### src/rtl/tdm_demux_pkg.sv
// Shared constants and state encoding for the four-channel TDM receive path.
package tdm_demux_pkg;

  localparam int SLOT_BITS = 2;
  localparam int NUM_CH    = 4;

  typedef enum logic {
    ST_HUNT   = 1'b0,
    ST_LOCKED = 1'b1
  } state_t;

endpackage

### src/rtl/and_gate.sv
// Two-input AND cell.
module and_gate (
  input  logic a,
  input  logic b,
  output logic y
);
  assign y = a & b;
endmodule

### src/rtl/demux_1to4.sv
// One-hot slot decoder built from gate cells; mirror of the transmit-side
// select multiplexer.
module demux_1to4
  import tdm_demux_pkg::*;
(
  input  logic                 en,
  input  logic [SLOT_BITS-1:0] sel,
  output logic [NUM_CH-1:0]    strobe
);

  logic [SLOT_BITS-1:0] sel_n;
  logic [NUM_CH-1:0]    en_hi;

  generate
    for (genvar gi = 0; gi < SLOT_BITS; gi++) begin : g_inv
      not_gate u_not (.a(sel[gi]), .y(sel_n[gi]));
    end

    for (genvar gi = 0; gi < NUM_CH; gi++) begin : g_out
      localparam logic [SLOT_BITS-1:0] IDX = SLOT_BITS'(gi);
      logic term_hi;
      logic term_lo;
      // Each output picks the true or inverted select bit matching its index.
      assign term_hi = IDX[1] ? sel[1] : sel_n[1];
      assign term_lo = IDX[0] ? sel[0] : sel_n[0];
      and_gate u_and_hi (.a(en),        .b(term_hi), .y(en_hi[gi]));
      and_gate u_and_lo (.a(en_hi[gi]), .b(term_lo), .y(strobe[gi]));
    end
  endgenerate

endmodule

### src/rtl/not_gate.sv
// Inverter cell.
module not_gate (
  input  logic a,
  output logic y
);
  assign y = ~a;
endmodule

### src/rtl/tdm_demux.sv
// Four-channel TDM demultiplexer: locks to frame sync, collects slots in
// shadow registers and commits all four channels on the same edge.
module tdm_demux
  import tdm_demux_pkg::*;
#(
  parameter int WIDTH = 1
) (
  input  logic             clk,
  input  logic             rst_n,
  input  logic [WIDTH-1:0] din,
  input  logic             sync,
  output logic [WIDTH-1:0] ch0,
  output logic [WIDTH-1:0] ch1,
  output logic [WIDTH-1:0] ch2,
  output logic [WIDTH-1:0] ch3,
  output logic             frame_valid,
  output logic             locked,
  output logic             sync_err
);

  state_t                            state_reg;
  logic [SLOT_BITS-1:0]              slot_reg;
  logic [NUM_CH-2:0][WIDTH-1:0]      sh_reg;

  logic                 slot_zero;
  logic                 early_sync;
  logic                 missing_sync;
  logic                 load_en;
  logic [SLOT_BITS-1:0] load_sel;
  logic [NUM_CH-1:0]    load_strobe;

  assign slot_zero    = (slot_reg == '0);
  assign early_sync   = (state_reg == ST_LOCKED) && sync && !slot_zero;
  assign missing_sync = (state_reg == ST_LOCKED) && !sync && slot_zero;
  assign load_en      = (state_reg == ST_HUNT) ? sync : !missing_sync;
  // Any sync forces the sample into slot 0, which both realigns an early
  // sync and steers it away from the commit strobe.
  assign load_sel     = sync ? '0 : slot_reg;

  demux_1to4 u_decode (
    .en     (load_en),
    .sel    (load_sel),
    .strobe (load_strobe)
  );

  always_ff @(posedge clk or negedge rst_n) begin
    if (!rst_n) begin
      state_reg <= ST_HUNT;
      slot_reg  <= '0;
      locked    <= 1'b0;
      sync_err  <= 1'b0;
    end else begin
      sync_err <= early_sync | missing_sync;
      if (missing_sync) begin
        state_reg <= ST_HUNT;
        slot_reg  <= '0;
        locked    <= 1'b0;
      end else if (load_en) begin
        state_reg <= ST_LOCKED;
        slot_reg  <= load_sel + 1'b1;
        locked    <= 1'b1;
      end
    end
  end

  generate
    for (genvar gi = 0; gi < NUM_CH - 1; gi++) begin : g_shadow
      always_ff @(posedge clk or negedge rst_n) begin
        if (!rst_n) begin
          sh_reg[gi] <= '0;
        end else if (load_strobe[gi]) begin
          sh_reg[gi] <= din;
        end
      end
    end
  endgenerate

  always_ff @(posedge clk or negedge rst_n) begin
    if (!rst_n) begin
      ch0         <= '0;
      ch1         <= '0;
      ch2         <= '0;
      ch3         <= '0;
      frame_valid <= 1'b0;
    end else begin
      frame_valid <= load_strobe[NUM_CH-1];
      if (load_strobe[NUM_CH-1]) begin
        ch0 <= sh_reg[0];
        ch1 <= sh_reg[1];
        ch2 <= sh_reg[2];
        ch3 <= din;
      end
    end
  end

endmodule
### config.mk
export PLATFORM = sky130hd
export DESIGN_NAME = tdm_demux
export DESIGN_NICKNAME = d
export VERILOG_FILES = /design/src/rtl/tdm_demux_pkg.sv /design/src/rtl/and_gate.sv /design/src/rtl/demux_1to4.sv /design/src/rtl/not_gate.sv /design/src/rtl/tdm_demux.sv
export SDC_FILE = /design/constraint.sdc
export NUM_CORES = 1
export LEC_CHECK = 0
export CAP_MARGIN = 25
export CORE_AREA = 2 2 39 41
export CTS_BUF_LIST = sky130_fd_sc_hd__clkbuf_4
export CTS_CLUSTER_SIZE = 40
export DETAILED_ROUTE_END_ITERATION = 6
export DIE_AREA = 0 0 41 43
export HOLD_SLACK_MARGIN = 0.05
export PLACE_DENSITY = 0.61
export REMOVE_ABC_BUFFERS = 1
export SKIP_LAST_GASP = 1
export SYNTH_ARGS = -nofsm -noshare
export SYNTH_HDL_FRONTEND = slang
export SYNTH_SLANG_ARGS = --single-unit
### constraint.sdc
create_clock -name clk -period 1.6 [get_ports clk]
set_input_delay 0.4 -clock clk [delete_from_list [all_inputs] [get_ports clk]]
set_output_delay 0.4 -clock clk [all_outputs]
set_load 0.05 [all_outputs]
After elaboration in Yosys (flattened, before gate mapping). Index checks and enable logic that the tools add are counted.

Bitwise gates (word level): 9. $add $sub $neg: 1. Multiplexer cells: 6. Reduce and logical (&&, ||, !) cells: 9.

Operators with widths (count): 1-bit AND (6); 2-bit two-way mux (3); 1-bit logical AND (4); 1-bit logical NOT (3); 1-bit two-way mux (3); 2-bit by 1-bit adder with 2-bit output, second input constant (1); 2-bit logical NOT (1); 1-bit NOT (2); 2-bit nonzero test (1); 1-bit OR (1).

Logic and storage cells: 36. Bits in registers: 12. Output and inout port bits: 7. Input bits: 4.

Logic depth before layout (Yosys ltp).
Depth in word-level cells: 7. Mapped depth: 3. Gate-level depth less buffers: 2.

Cells and area by module. A second synthesis with hierarchy kept.

Cell total of the unflattened synthesis: 43. Area, all modules: 523.0 µm².

Modules (own cells, without submodules): tdm_demux (instances 1, area an instance 465.4 µm², cells each 33, sequential area each 300.3 µm²); and_gate (instances 8, area an instance 6.3 µm², cells each 1, sequential area each 0.0 µm²); not_gate (instances 2, area an instance 3.8 µm², cells each 1, sequential area each 0.0 µm²).

Worst setup path after synthesis. No wires, ideal clock.

Path type: flip-flop to flip-flop. From: register state_reg. To: register sh_reg[1] (netlist bit). Cell stages (with the launch flop): 3. Setup slack: 0.162 ns. Arrival time: 1.313 ns. Path buffers: 0. Data required time: 1.475 ns. Setup time: 0.125 ns. Period minus slack after synthesis: 1.438 ns. Path through: dfrtp_1 and4bb_1 mux2_4.

Word-level cells in the longest chain between the ends: 6.

RTL lines: start: declaration (line tdm_demux.sv:21) `state_t state_reg;`; start signal: assignment (line tdm_demux.sv:48) `state_reg <= ST_HUNT;`; start signal: assignment (line tdm_demux.sv:55) `state_reg <= ST_HUNT;`; start signal: assignment (line tdm_demux.sv:59) `state_reg <= ST_LOCKED;`; 1-bit logical AND (2 in a row) (line tdm_demux.sv:34) `assign missing_sync = (state_reg == ST_LOCKED) && !sync && slot_zero;`; 1-bit logical NOT (line tdm_demux.sv:35) `assign load_en = (state_reg == ST_HUNT) ? sync : !missing_sync;`; 1-bit two-way mux (*) (line tdm_demux.sv:35); 1-bit AND (*) (2 in a row) (line and_gate.sv:7) `assign y = a & b;`; end signal: indexed assignment (line tdm_demux.sv:72) `sh_reg[gi] <= din;`; end: declaration (line tdm_demux.sv:23) `logic [NUM_CH-2:0][WIDTH-1:0] sh_reg;`.

Mark *: on every way between the ends. The rest lies on a longest branch, timed or not. A chain may end at the register's enable or synchronous reset.

==> results.md <==
- The final-report hold violation count is 0.
- For flop-to-flop paths, the worst setup slack is between 300 and 400 ps.
- The count of instances resized after the clock tree is built is 0.
- The synthesis-to-layout area growth is 44.7%.
- The startpoint identified for the worst register-to-register timing path is slot_reg[0]$_DFFE_PN0P_.
- The transition time of the tightest slew-check pin is between 500 and 600 ps.
- The worst setup path is of the reg2out kind.
- The number of detailed-route iterations in the first pass is 1.
- The worst-path maximum fanout is 9.
- After synthesis, flip-flops and latches occupy approximately 58% of the total area.
- The floorplan has 14 rows.
- The via count of the first global-routing pass was about 340.
- Port buffering added 10 buffers.
- The starting density of the core is roughly 37%.
- Entering global routing, the biggest net connects 13 pins.
- Yosys mapped the design onto 16 distinct sky130hd cell types.
- The post-cts hold buffer count is 0.
- Setup repair after global routing left no endpoint under its margin.
- In this run the static leakage power is roughly 0.36 nW.
- The post-layout net count is 56.
- The worst clock skew is approximately 2.7 ps.
- The detailed router finished its first iteration with 0 violations.
- The min-delay analysis places its worst path in the category in2async.
- The number of primary I/O pins is 11.
- From left edge to right edge, the die measures roughly 40 µm.
- The number of flip-flops in the largest register is 3.
- The remaining design rule violation count is 0.
- Clock-pin slew was measured on the worst setup and hold paths at approximately 70 ps.
- The filler cell count is about 110.
- The TritonCTS clock tree is yes.
- In this run the vertical extent of the chip is 43 µm.
- The number of cells traversed by the worst register-to-register path is 2.
- Timing analysis after detailed placement gives a worst setup slack of -50.8 ps.
- The data arrival time at the worst-slack endpoint is 1010 ps.
- The required time at the endpoint of the critical path is between 1000 and 1500 ps.
- In this run, synthesis produced a sequential element count of 12.
- The first global-routing pass estimated approximately 1.5 mm of wire.
- The clock latency at the later pin of the worst-skew pair is between 200 and 300 ps.
- The final number of max-transition violations is 0.
- The HPWL reported at the end of detailed placement is 646 µm.
- The overall die area is ~0.0018 mm².
- Counting every instance in the synthesized netlist gives 35.
- Leaving out fill and tap cells, the most frequent cell in the layout is dfrtp_1.
- The worst path in the final design needs a cycle of approximately 1400 ps, including I/O delays and setup.
- The worst setup path is captured at a primary output.
- The synthesized netlist occupies a cell area of just over 500 µm².
- The power density over the cells is 1680 mW/mm².
- The number of buffers and inverters on the critical path is 1.
- The critical register-to-register path endpoint is sh_reg[2]$_DFFE_PN0P_.
- The remaining number of nets flagged by the antenna check after routing is 0.
- Traced cell by cell, the critical path runs through buf_12.
- The CTS root buffer is clkbuf_4.
- The worst slew slack as a fraction of its limit is roughly two thirds.
- The fraction of final layout cells sized beyond drive strength 1 is between 30% and 40%.
- Dividing the detail-routed via count by the number of cells gives roughly 5.0.
- The clock passes through at most 2 buffers.
- Setup violations remaining at the end of the flow were counted as 0.
- The via count is about 330.
- On the critical path the largest part of the delay comes from flip-flops.
- At the end of routability-driven placement, the weighted congestion stood at 0.702.
- The final worst-path setup slack is roughly 190 ps.
- VDD sags by at most between 0.6 and 0.7 mV.
- The wire length reported by the detailed router is between 800 and 900 µm.
- The top cell types in the final layout, fill and taps aside, are dfrtp_1 (12), buf_12 (7), mux2_1 (4).
- The number of H-tree branching levels is 1.
- The tree built by TritonCTS fans out to 12 sinks.
- The number of warnings issued by yosys is 0.
- Averaged over all synthesized cells, the footprint is about 15 µm².
- The number of antenna diodes in the final layout is 0.
- The CTS buffer count is 3.
- The number of antenna violations at the first check in global routing came to 0.
- In the final routed layout, each cell accounts on average for approximately 13 µm.
- The flow ran to the end, and the final reports show no timing, DRC or antenna violations.
- For this design, the slowest cell found on the critical path is dfrtp_1.
- The total negative slack for setup checks is 0 ps.
- For this run, the total global-route usage over all layers was measured as ~14%.
- Max-cap violations in this run came to 0.
- After clock tree synthesis, the setup repair step added 0 buffers.
- The core area is ~0.0014 mm².
- The delay of the slowest cell on the worst path is ~550 ps.
- After global routing the overflow that remains totals 0.
- The launching element type of the critical path is a flop.
- In the finished design, the share of the clock period the worst path needs comes to between 80 and 90%.
- For this run, the top clock speed supported by timing is approximately 0.7 GHz.
## per-layer routing
metal,wire [µm],global-route usage (%)
met1,350,14.0
met2,414,19.4
met3,42,4.71
met4,40,14.0
met5,0,0
## area by class of cell
cell class | count | area, µm² | area share [%]
clock buffers | 3 | 22.5 | 3.01
clock inverters | 1 | 3.75 | 0.501
inverters | 2 | 7.51 | 1.00
multi-input cells | 20 | 203 | 27.0
flip-flops and latches | 12 | 300 | 40.1
well taps | 16 | 20.0 | 2.67
repair buffers | 13 | 193 | 25.7
## cells in the mapped netlist (all sizes together)
master	instances	area share [%]
a21bo	1	1.9
nand3b	1	1.4
mux2	7	17
buf	1	1.4
a211o	1	1.7
o21ai	2	1.9
nand2b	1	1.2
or3	1	1.2
inv	2	1.4
and3b	1	1.7
nand4b	1	4.6
a21oi	2	1.9
and4bb	2	4.8
dfrtp	12	58
## stage by stage
| step | hold WS [ps] | instance area (µm²) | utilization (%) | cells | total power [mW] |
|---|---|---|---|---|---|
| 6_report | 463 | 749 | 54.2 | 67 | 1.26 |
| 4_1_cts | 481 | 749 | 54.2 | 67 | 1.27 |
| 5_1_grt | 508 | 749 | 54.2 | 67 | 1.31 |
| 3_3_place_gp | 465 | 723 | 52.3 | 63 | 1.07 |
| 2_1_floorplan | 104 | 510 | - | 34 | 0.756 |
| 3_5_place_dp | 489 | 723 | 52.3 | 63 | 1.08 |
## cell families after synthesis
kind of cell	after synthesis	synth area share, %
compound gates	6	7.49
buf+inv	3	2.90
flops	12	58.0
mux	7	16.7
simple gates	7	15.0
## power by group
part           total (mW)  internal (mW)  switching [mW]  leakage [nW]
clock network       0.191         0.0903           0.101        0.0154
registers           0.483          0.392          0.0915         0.145
logic               0.581          0.309           0.273         0.205
## how the worst max path moves through the flow
stage / startpoint / to / slack (ps) / cells after the start
after floorplan: state_reg$_DFFE_PN0P_ / sh_reg[1]$_DFFE_PN0P_ / 160 / 2
after global placement: sync / sh_reg[1]$_DFFE_PN0P_ / -2 / 3
after detailed placement: sync / sh_reg[2]$_DFFE_PN0P_ / -50 / 3
after CTS: state_reg$_DFFE_PN0P_ / locked / 180 / 1
after global routing: state_reg$_DFFE_PN0P_ / locked / 140 / 1
final: state_reg$_DFFE_PN0P_ / locked / 190 / 1
## worst register-to-register path, cell delays in order (launching register included)
cell	delay [ps]
dfrtp_1	490
and4bb_1	360
mux2_4	300
Power figures use the tool's default switching activity.
==> RTL change 1 (config.mk and constraints unchanged) <==
Reset style: synchronous (`rst_n`), changed in 3 clocked blocks.
--- a/src/rtl/tdm_demux.sv
+++ b/src/rtl/tdm_demux.sv
@@ -45,3 +45,3 @@
 
-  always_ff @(posedge clk or negedge rst_n) begin
+  always_ff @(posedge clk) begin
     if (!rst_n) begin
@@ -67,3 +67,3 @@
     for (genvar gi = 0; gi < NUM_CH - 1; gi++) begin : g_shadow
-      always_ff @(posedge clk or negedge rst_n) begin
+      always_ff @(posedge clk) begin
         if (!rst_n) begin
@@ -77,3 +77,3 @@
 
-  always_ff @(posedge clk or negedge rst_n) begin
+  always_ff @(posedge clk) begin
     if (!rst_n) begin
Behaviour: differs if rst_n is asserted again (counterexample within 4 cycles, from zero or initial values and one cycle with rst_n low); with rst_n held inactive, the same outputs for 10 cycles.
==> RTL change 1 against the original RTL <==
- via count grew 15%
- setup slack better by 5.4 ps
- core utilization down 3.3 points
- final area down 6.2%
- first-iteration DRC count grew 3
- critical path type unchanged
- die area unchanged
- synthesized area fell by 4.8%
- wire length down 8.0%
- sequential cell count unchanged
Power is not compared: it rests on default switching activity, and its combinational part moved more than twofold at a synthesized area within 25%.
==> RTL change 1: results (changes against the original RTL) <==
metric,value,unit,change
met3WireLength,34,µm,was 42 µm
synthTopCellsByCount,"dfxtp_1 (12), nand2_1 (9), mux2i_1 (7)",,"was dfrtp_1 (12), mux2_1 (4)"
period_needed,1410,ps,about the same
whs,458,ps,was 463 ps
outcome,finished clean,,unchanged
grt_max_degree,11,,was 13
dr.pass1.iters,3,,was 1
drt_iter0_drc,3,,was 0
ys_top_cells_by_area,"dfxtp_1 (49%), mux2i_1 (14%), nand2_1 (6.9%)",,"was dfrtp_1 (58%), mux2_1 (8.7%), mux2_4 (5.8%)"
cp-start-kind,flop,,unchanged
use_met1,13.8,%,was 14.0%
p_per_area,796,nW/µm²,
r2r_start,state_reg,,was slot_reg[0]
layout-drive-gt1-share,25.8,%,was 35.3%
cp-endpoint,locked,,unchanged
pre_cts_ws,40.7,ps,was -50.8 ps
final_cells,78,,was 67
wl_met1,356,µm,was 350 µm
vdd_ir_drop_max,0.522,mV,
buf_share,26.3,%,was 25.7%
grtUsageMet2,15.0,%,was 19.4%
worst-path-max-fanout,10,,was 9
multi_input_area_share,31.9,%,was 27.0%
drt-total-wl,779,µm,was 847 µm
io_buffers,10,,unchanged
slew_headroom,74.9,%,was 65.7%
dpl_cell_area,677,µm²,was 723 µm²
postCtsSetupBuffers,0,,unchanged
async_flop_share,0,%,was 100%
grt_pass1_wl,1320,µm,was 1480 µm
via_count,381,,was 332
syn_inst,49,,was 35
rrSetupSlack,490,ps,was 340 ps
clock_area_share,3.74,%,was 3.51%
synth-main-ff-cell,dfxtp_1,,was dfrtp_1
yosysWarnings,0,,unchanged
fillers,133,,was 113
antennaDiodeCount,0,,unchanged
signal_buffers,12,,was 13
seq_cells,12,,unchanged
cts_htree_levels,1,,unchanged
dpl.hpwl,597,µm,was 646 µm
worst_hold_path_type,flop to flop,,was input pin to async pin
clock_skew,4.70,ps,was 2.74 ps
synth-seq-area-share,48.7,%,was 58.0%
regArea,240,µm²,was 300 µm²
finalInstanceArea,703,µm²,was 749 µm²
grt_pass1_vias,333,,was 341
final_nets,67,,was 56
r2r_end,ch2,,was sh_reg[2]
dr_wl_met2,364,µm,was 414 µm
place_congestion,0.690,,was 0.702
synth_cell_types,17,,was 16
placed_cells,74,,was 63
multi_input_cells,32,,was 20
grt_use_total,11.8,%,was 13.6%
cpMaxStageDelayCell,dfxtp_1,,was dfrtp_1
power_switching,0.134,mW,
[RTL change 1: cell count changes in the layout (fill, tap and decap cells not counted), sizes merged]
cell    unedited run  this run
buf               10         9
nand3b             1         2
nand2b             1         0
or2b               0         1
a211oi             0         1
dfrtp             12         0
a211o              1         0
nand2              0         9
mux2i              0         7
a31oi              0         1
nor2               0         2
dfxtp              0        12
mux2               7         0
and3b              1         0
[RTL change 1: worst min-delay path by stage]
stage | start | endpoint | cells past startpoint
6_report | sh_reg[0] | ch0 | 2
5_1_grt | sh_reg[0] | ch0 | 2
4_1_cts | sh_reg[0] | ch0 | 2
3_5_place_dp | sh_reg[0] | ch0 | 2
3_3_place_gp | sh_reg[0] | ch0 | 2
2_1_floorplan | sh_reg[0] | ch0 | 2
[RTL change 1: logic make-up after synthesis]
group                  Yosys count  synth area share [%]
multiplexers                     7                  14.2
AND/OR/NAND/NOR                 18                  22.3
buffers and inverters            5                  5.84
AO/OA/AOI/OAI                    7                  8.88
flip-flops                      12                  48.7
==> RTL change 2 (same settings) <==
Made on the original files. The package constant `NUM_CH` goes from 4 to 8.
--- a/src/rtl/tdm_demux_pkg.sv
+++ b/src/rtl/tdm_demux_pkg.sv
@@ -4,3 +4,3 @@
   localparam int SLOT_BITS = 2;
-  localparam int NUM_CH    = 4;
+  localparam int NUM_CH    = 8;
 
Formal check against the unedited RTL: equivalent (equiv_simple and equiv_induct, registers matched by name and starting in step).
==> RTL change 2 against the original RTL <==
- die area unchanged
- power up 0.83%
- global-route usage down 1.2 points
- register-to-register slack better by 20 ps
- synthesized area up 0.24%
- final area down 1.5%
- setup slack worse by 3.4 ps
- sequential cell count unchanged
- wire length down 4.6%
==> RTL change 2: results (changes against the original RTL) <==
metric,value,unit,change
via_count,326,,was 332
dr.pass1.iters,3,,was 1
rrSetupSlack,360,ps,was 340 ps
grt_use_total,12.4,%,was 13.6%
final_cells,65,,was 67
placed_cells,61,,was 63
critical_path.top_delay_family,flip-flops,,unchanged
synth-seq-area-share,57.8,%,was 58.0%
ctsHoldBuffers,0,,unchanged
dr_wl_met2,399,µm,was 414 µm
grt_pass1_vias,315,,was 341
grt_pass1_wl,1370,µm,was 1480 µm
synthTopCellsByCount,"dfrtp_1 (12), mux2_2 (3), mux2_4 (3)",,"was dfrtp_1 (12), mux2_1 (4)"
synth.area.mux_share,17.3,%,was 16.7%
vdd_ir_drop_max,0.714,mV,was 0.668 mV
place_congestion,0.718,,was 0.702
outcome,finished clean,,unchanged
layout-drive-gt1-share,38.8,%,was 35.3%
ys_top_cells_by_area,"dfrtp_1 (58%), mux2_4 (8.7%), mux2_2 (6.5%)",,"was dfrtp_1 (58%), mux2_1 (8.7%), mux2_4 (5.8%)"
met3WireLength,40,µm,was 42 µm
drt-total-wl,808,µm,was 847 µm
wl_met1,364,µm,was 350 µm
use_met1,16.3,%,was 14.0%
r2r_start,state_reg,,was slot_reg[0]
grt_use_met3,3.14,%,was 4.71%
tightest_slew,534,ps,was 513 ps
worst-path-max-fanout,9,,unchanged
clock_skew,6.77,ps,was 2.74 ps
grtUsageMet2,16.3,%,was 19.4%
fillers,117,,was 113
drt_iter0_drc,2,,was 0
leakagePower,0.354,nW,was 0.365 nW
syn_inst,35,,unchanged
dpl_cell_area,712,µm²,was 723 µm²
final_nets,54,,was 56
synth_compound_area_share,7.47,%,was 7.49%
[RTL change 2: area by class of cell]
type | instances | area (µm²) | area share (%)
well taps | 16 | 20.0 | 2.71
inverters | 2 | 7.51 | 1.02
multi-input cells | 20 | 206 | 28.0
flip-flops and latches | 12 | 300 | 40.7
repair buffers | 11 | 178 | 24.1
clock inverters | 1 | 3.75 | 0.508
clock buffers | 3 | 22.5 | 3.05
[RTL change 2: per-stage QoR]
stage                     hold slack, ps  power, mW  worst slack [ps]
after floorplan                      104      0.773               158
after global placement               487       1.08             -20.8
after detailed placement             489       1.09             -45.6
after CTS                            487       1.29               164
after global routing                 524       1.33               127
final                                474       1.27               185
[RTL change 2: power by group]
group          switching [mW]  total (mW)  internal (mW)  leakage [nW]
combinational           0.271       0.591          0.320         0.194
clock                   0.100       0.190         0.0902        0.0154
sequential             0.0932       0.485          0.392         0.145
